$ cat config.mk
export PLATFORM = sky130hd
export DESIGN_NAME = spi_reg_bridge
export DESIGN_NICKNAME = d
export VERILOG_FILES = /design/src/rtl/spi_reg_pkg.sv /design/src/rtl/spi_reg_file.sv /design/src/rtl/spi_reg_bridge.sv
export SDC_FILE = /design/constraint.sdc
export NUM_CORES = 1
export LEC_CHECK = 0
export BUFFER_PORTS_ARGS = -buffer_cell sky130_fd_sc_hd__clkbuf_2
export CAP_MARGIN = 30
export CORE_AREA = 3 3 141 143
export CTS_CLUSTER_DIAMETER = 120
export CTS_CLUSTER_SIZE = 20
export DETAILED_ROUTE_END_ITERATION = 10
export DIE_AREA = 0 0 144 146
export PLACE_DENSITY = 0.76
export SLEW_MARGIN = 10
export SYNTH_ARGS = -nofsm -noshare
export SYNTH_HDL_FRONTEND = slang
export SYNTH_HIERARCHICAL = 1
export SYNTH_SLANG_ARGS = --single-unit
$ cat constraint.sdc
create_clock -name clk -period 4 [get_ports clk]
set_clock_uncertainty 0.2 [all_clocks]
set_input_delay 0.2 -clock clk [delete_from_list [all_inputs] [get_ports clk]]
set_output_delay 0.2 -clock clk [all_outputs]
set_load 0.01 [all_outputs]
$ cat src/rtl/spi_reg_pkg.sv
// Shared types and constants for the SPI register bridge.
package spi_reg_pkg;

  // Transaction phase within a chip-select frame.
  typedef enum logic [1:0] {
    S_CMD = 2'd0,
    S_WR  = 2'd1,
    S_RD  = 2'd2
  } state_t;

  localparam int         CMD_RD_BIT = 7;
  localparam logic [6:0] ID_ADDR    = 7'h7F;
  localparam logic [7:0] DUMMY_BYTE = 8'h00;

  // True when addr selects a physical read/write register.
  function automatic logic addr_in_range(input logic [6:0] addr, input logic [7:0] num_regs);
    return {1'b0, addr} < num_regs;
  endfunction

endpackage

$ cat src/rtl/spi_reg_file.sv
// Register file: synchronous write port, combinational read port with
// ID / out-of-range decode, and a flat view of every register.
module spi_reg_file
  import spi_reg_pkg::*;
#(
  parameter int         NUM_REGS  = 16,
  parameter logic [7:0] RESET_VAL = 8'h00,
  parameter logic [7:0] ID_VALUE  = 8'h5A
) (
  input  logic                  clk,
  input  logic                  reset_n,
  input  logic                  we,
  input  logic [6:0]            waddr,
  input  logic [7:0]            wdata,
  input  logic [6:0]            raddr,
  output logic [7:0]            rdata,
  output logic                  rerr,
  output logic [NUM_REGS*8-1:0] regs_out
);

  localparam logic [7:0] NUM_REGS_W = 8'(NUM_REGS);

  logic [NUM_REGS*8-1:0] w_flat;

  for (genvar gi = 0; gi < NUM_REGS; gi++) begin : g_reg
    logic [7:0] r_q;

    // One storage byte; written only when the write port addresses it.
    // NOTE: this storage is flops, not RAM, so it takes the async reset value;
    // a real RAM macro could not be reset this way.
    always_ff @(posedge clk or negedge reset_n) begin
      if (!reset_n) begin
        r_q <= RESET_VAL;
      end else if (we && (waddr == 7'(gi))) begin
        // NOTE: non-blocking so every flop samples pre-edge values.
        r_q <= wdata;
      end
    end

    assign w_flat[8*gi +: 8] = r_q;
  end

  assign regs_out = w_flat;

  // Read decode: ID constant at 7F, registers below NUM_REGS, else error.
  always_comb begin
    // NOTE: defaults first so no path leaves an output unassigned (no latch).
    rdata = DUMMY_BYTE;
    rerr  = 1'b0;
    if (raddr == ID_ADDR) begin
      rdata = ID_VALUE;
    end else if (!addr_in_range(raddr, NUM_REGS_W)) begin
      rerr = 1'b1;
    end else begin
      for (int i = 0; i < NUM_REGS; i++) begin
        if (raddr == 7'(i)) rdata = w_flat[8*i +: 8];
      end
    end
  end

endmodule

$ cat src/rtl/spi_reg_bridge.sv
// Decodes SPI bytes into register read/write bursts framed by chip select.
module spi_reg_bridge
  import spi_reg_pkg::*;
#(
  parameter int         NUM_REGS  = 16,
  parameter logic [7:0] RESET_VAL = 8'h00,
  parameter logic [7:0] ID_VALUE  = 8'h5A
) (
  input  logic                  clk,
  input  logic                  reset_n,
  input  logic                  cs_n,
  input  logic [7:0]            rx_data,
  input  logic                  rx_valid,
  output logic                  rx_read,
  output logic [7:0]            tx_data,
  output logic                  tx_valid,
  input  logic                  tx_ready,
  input  logic                  slave_error,
  output logic [NUM_REGS*8-1:0] regs_out,
  output logic                  wr_strobe,
  output logic [6:0]            wr_addr,
  output logic [7:0]            wr_data,
  output logic                  err_sticky,
  input  logic                  err_clear
);

  localparam logic [7:0] NUM_REGS_W = 8'(NUM_REGS);

  logic       r_cs_meta, r_cs_sync, r_cs_prev;
  logic       w_cs_fall, w_cs_rise, w_frame_end;
  state_t     r_state, w_state_next;
  logic [6:0] r_addr, w_addr_next, w_rd_addr;
  logic [7:0] w_rd_data, w_tx_byte;
  logic       w_rd_err, w_rd_req, w_tx_load, w_wr_en, w_wr_err, w_err_set;
  logic [7:0] r_tx_data, r_wr_data;
  logic       r_tx_valid, r_wr_strobe, r_err;
  logic [6:0] r_wr_addr;

  // Bytes are always accepted the cycle they arrive.
  assign rx_read = rx_valid;

  // Chip-select synchroniser plus a history flop for edge detection.
  always_ff @(posedge clk or negedge reset_n) begin
    if (!reset_n) begin
      r_cs_meta <= 1'b1;
      r_cs_sync <= 1'b1;
      r_cs_prev <= 1'b1;
    end else begin
      r_cs_meta <= cs_n;
      r_cs_sync <= r_cs_meta;
      r_cs_prev <= r_cs_sync;
    end
  end

  assign w_cs_fall   = r_cs_prev && !r_cs_sync;
  assign w_cs_rise   = !r_cs_prev && r_cs_sync;
  assign w_frame_end = w_cs_rise || slave_error;

  spi_reg_file #(
    .NUM_REGS (NUM_REGS),
    .RESET_VAL(RESET_VAL),
    .ID_VALUE (ID_VALUE)
  ) u_reg_file (
    .clk     (clk),
    .reset_n (reset_n),
    .we      (w_wr_en),
    .waddr   (r_addr),
    .wdata   (rx_data),
    .raddr   (w_rd_addr),
    .rdata   (w_rd_data),
    .rerr    (w_rd_err),
    .regs_out(regs_out)
  );

  // State register.
  always_ff @(posedge clk or negedge reset_n) begin
    if (!reset_n) r_state <= S_CMD;
    else          r_state <= w_state_next;
  end

  // Byte decode: next state, pointer, tx load and write request.
  always_comb begin
    w_state_next = r_state;
    w_addr_next  = r_addr;
    w_rd_addr    = r_addr;
    w_rd_req     = 1'b0;
    w_tx_load    = 1'b0;
    w_tx_byte    = DUMMY_BYTE;
    w_wr_en      = 1'b0;
    w_wr_err     = 1'b0;
    if (rx_valid) begin
      case (r_state)
        S_CMD: begin
          w_rd_addr = rx_data[6:0];
          w_tx_load = 1'b1;
          if (rx_data[CMD_RD_BIT]) begin
            w_state_next = S_RD;
            w_rd_req     = 1'b1;
            w_tx_byte    = w_rd_data;
            w_addr_next  = rx_data[6:0] + 7'd1;
          end else begin
            w_state_next = S_WR;
            w_addr_next  = rx_data[6:0];
          end
        end
        S_WR: begin
          // 7F is never in range, so the read-only ID also errors here.
          w_wr_en     = addr_in_range(r_addr, NUM_REGS_W);
          w_wr_err    = !w_wr_en;
          w_tx_load   = 1'b1;
          w_addr_next = r_addr + 7'd1;
        end
        S_RD: begin
          w_rd_req    = 1'b1;
          w_tx_load   = 1'b1;
          w_tx_byte   = w_rd_data;
          w_addr_next = r_addr + 7'd1;
        end
        default: w_state_next = S_CMD;
      endcase
    end
    // A frame boundary overrides the phase; any byte this cycle still counts.
    if (w_cs_fall || w_frame_end) w_state_next = S_CMD;
  end

  assign w_err_set = (w_rd_req && w_rd_err) || w_wr_err || slave_error;

  // Pointer, transmit holding register, write echo and sticky error.
  always_ff @(posedge clk or negedge reset_n) begin
    if (!reset_n) begin
      r_addr      <= 7'd0;
      r_tx_data   <= DUMMY_BYTE;
      r_tx_valid  <= 1'b0;
      r_wr_strobe <= 1'b0;
      r_wr_addr   <= 7'd0;
      r_wr_data   <= 8'h00;
      r_err       <= 1'b0;
    end else begin
      r_addr      <= w_addr_next;
      r_wr_strobe <= w_wr_en;
      if (w_wr_en) begin
        r_wr_addr <= r_addr;
        r_wr_data <= rx_data;
      end

      if (w_frame_end) begin
        r_tx_valid <= 1'b0;
      end else if (w_cs_fall) begin
        r_tx_data  <= DUMMY_BYTE;
        r_tx_valid <= 1'b1;
      end else if (w_tx_load) begin
        r_tx_data  <= w_tx_byte;
        r_tx_valid <= 1'b1;
      end else if (r_tx_valid && tx_ready) begin
        r_tx_valid <= 1'b0;
      end

      // A new error beats a simultaneous clear.
      if (w_err_set)      r_err <= 1'b1;
      else if (err_clear) r_err <= 1'b0;
    end
  end

  assign tx_data    = r_tx_data;
  assign tx_valid   = r_tx_valid;
  assign wr_strobe  = r_wr_strobe;
  assign wr_addr    = r_wr_addr;
  assign wr_data    = r_wr_data;
  assign err_sticky = r_err;

endmodule

==> qor.csv <==
metric,value,unit
initial_core_util,0.4484,
grt_pass1_wl,40140,um
fin_cells,1113,
cts_tree,yes,
clk_pin_slew,0.07,ns
syn_avg_cell_area,12.10,um^2
path_max_fanout,19,
nets,888,
clockRootBuffer,clkbuf_16,
fmax,272.8,MHz
antenna_found_initial,0,
leakagePower,5.056,nW
syn_area,0.008387,mm^2
maxSlewHeadroom,0.3714,
setup_tns,0,ns
synthCells,693,
syn_to_final_growth,21.11,%
grt_max_degree,91,
wl_met3,1816,um
initialDrtViolationCount,496,
rsz0062_at_grt,no,
core_area,0.01871,mm^2
synth_edf_count,0,
wl_per_cell,23.15,um
fp.dieW,144,um
critical_path_required,4.11,ns
gp_congestion,0.9471,
synthArstFlopShare,1.000,
fp-row-count,50,
drive_gt1_frac,0.4653,
top_layer,met4,
grt_usage,0.2503,
grt_pass1_vias,6590,
dieArea,0.02102,mm^2
start_kind,flip-flop,
p_per_area,394.6,mW/mm^2
hold_class,in -> reg,
arrival,3.77,ns
ys_ff_latch,166,
viasPerCell,5.931,
antenna_cells,0,
ys_types,75,
worstMarginPinSlew,0.9395,ns
clock-sinks,166,
cts_buffers,17,
finalSetupViolCount,0,
status,finished clean,
clk_path_buf_depth,2,
period_share,0.9163,
dominantRegCellSynth,dfrtp_1,
die_y,146,um
vias,6601,
crit_type,reg -> reg,
ys_seq_area_frac,0.4957,
syn_nets,715,
dp.final_hpwl,18250,um
drc_errors,0,
portBuffers,169,
ys.warnings.count,6,
end_kind,flip-flop,
finalMaxSlewViolations,0,
wl_met2,11960,um
hold_viol_final,0,
clock_latency,0.44,ns
peakVddDrop,0.2845,mV
route.layer.met1.wl,11330,um
timing.max_cap.violations,0,
globalRoute.totalOverflow,0,
routed_wl,25760,um
htree_levels,4,
period_needed,3.665,ns
antenna_left,0,
cts_setup_buffers,0,
dp_cells,1074,
pin_count,170,
firstDrtPassIters,5,
## power by group
group	internal (mW)	total, mW	switching [mW]	leakage [nW]
clock network	0.954	1.71	0.758	0.295
registers	1.71	1.76	0.0465	2.28
logic	0.197	0.538	0.341	2.48
total	2.86	4.01	1.15	5.06
## path summary, 6_finish.rpt
path,start,endpoint,slack (ns),cells past startpoint
setup / recovery,r_state[1],tx_data[7],0.33,12
hold / removal,rx_valid,r_state[1],0.02,3
setup reg to reg,r_state[1],tx_data[7],0.33,12
hold reg to reg,r_cs_meta,r_cs_sync,0.16,0
max in group asynchronous,reset_n,tx_data[5],2.48,4
min in group asynchronous,reset_n,r_cs_prev,0.11,2
## flip-flops by register name, indices dropped and copies added, names as in the netlist
register and flops:
err_sticky 1, r_addr 7, r_cs_meta 1, r_cs_prev 1, r_cs_sync 1, r_state 2, tx_data 8, tx_valid 1
u_reg_file/g.r_q 128, wr_addr 7, wr_data 8, wr_strobe 1
## timing repair
action | CTS | global route
hold buffers | 6 | 0
endpoints found under the hold margin | 124 | 0
resized for setup | 0 | 0
## metal layers
metal / global-route usage / vias up
met1: 0.3611 / 3347
li1: - / 2888
met2: 0.3813 / 307
met5: 0 / -
met4: 0.07957 / 0
met3: 0.04765 / 59
## area by class of cell
type / count / area (um^2)
flip-flops and latches: 166 / 4158
multi-input cells: 465 / 3902
repair buffers: 198 / 1125
clock inverters: 14 / 182.7
inverters: 18 / 67.56
clock buffers: 18 / 429.2
fillers: 1594 / 8548
well taps: 234 / 292.8
## cells by family (layout without fill, tap and decap cells)
logic type / count (synthesis) / count (layout) / share of synthesized area
muxes: 183 / 183 / 0.2560
DFF: 166 / 166 / 0.4957
and+or+nand+nor: 161 / 161 / 0.1047
AOI/OAI and AO/OA: 107 / 107 / 0.08638
buffers and inverters: 62 / 248 / 0.03894
adders and majority gates: 9 / 9 / 0.01298
xor gates and xnor gates: 5 / 5 / 0.005221
## cell usage after synthesis (2+ instances only)
cell type,number,area share
ha_1,7,0.010
a211oi_1,9,0.0081
and2_1,5,0.0037
o22ai_1,13,0.0097
xnor2_1,5,0.0052
a2111oi_0,2,0.0021
nand4_1,5,0.0037
nor2_2,6,0.0045
nor3b_1,3,0.0027
clkbuf_1,20,0.0090
and2b_1,3,0.0027
buf_6,5,0.0067
o221ai_1,3,0.0031
a211o_1,3,0.0031
or2_2,3,0.0022
mux4_2,8,0.021
mux2i_1,21,0.025
dfstp_2,3,0.0094
a21oi_1,26,0.016
nand3b_1,3,0.0027
o21bai_1,2,0.0018
mux2_2,148,0.20
or4_1,2,0.0018
and3_1,4,0.0030
buf_4,7,0.0063
nand2b_1,6,0.0045
nor4_1,4,0.0030
mux2_4,6,0.011
nor2b_1,10,0.0075
nor3_1,13,0.0078
a22oi_1,4,0.0036
nand2_1,35,0.016
o21ai_0,19,0.011
a32oi_1,3,0.0031
o31ai_1,3,0.0027
o211ai_1,3,0.0027
buf_2,10,0.0060
nor2_1,31,0.014
o32ai_1,2,0.0021
inv_1,18,0.0081
nand3_1,14,0.0084
dfrtp_1,163,0.49
## per-stage QoR
stage / power (mW) / hold WS (ns) / setup slack, ns / instance area, um^2 / util
after floorplan: 2.122 / -0.2956 / 1.023 / 8387 / -
after global placement: 2.304 / 0.09446 / 0.4544 / 9443 / 0.5048
after CTS: 4.023 / 0.01880 / 0.3853 / 10140 / 0.5422
final: 4.008 / 0.02451 / 0.3350 / 10160 / 0.5430
after detailed placement: 2.311 / -0.1255 / 0.4622 / 9470 / 0.5063
after global routing: 4.161 / 0.04757 / 0.1346 / 10160 / 0.5430
## worst max-delay path: stages (launching register included)
cell	delay, ns
dfrtp_1	0.41
inv_1	0.12
ha_1	0.20
nand2_1	0.17
mux2_2	0.64
buf_4	0.32
mux2_2	0.38
a22oi_1	0.17
o221ai_1	0.14
a211oi_1	0.50
a211oi_1	0.09
nand2_1	0.10
mux2i_1	0.07
## placed cells by master, fill, tap and decap left out, types with 5 or more instances in the layout
cell,netlist,layout
clkbuf_2,1,168
mux2i_1,21,21
o22ai_1,13,13
nand2b_1,6,6
mux4_2,8,8
mux2_2,148,148
a211oi_1,9,9
inv_1,18,18
nand3_1,14,14
a21oi_1,26,26
dlygate4sd3_1,0,6
xnor2_1,5,5
buf_4,7,20
nor2b_1,10,10
inv_8,0,5
nor2_1,31,31
nand2_1,35,35
nor3_1,13,13
o21ai_0,19,19
and2_1,5,5
mux2_4,6,6
dfrtp_1,163,163
ha_1,7,7
nand4_1,5,5
clkbuf_16,0,17
nor2_2,6,6
(Power assumes the default switching activity.)
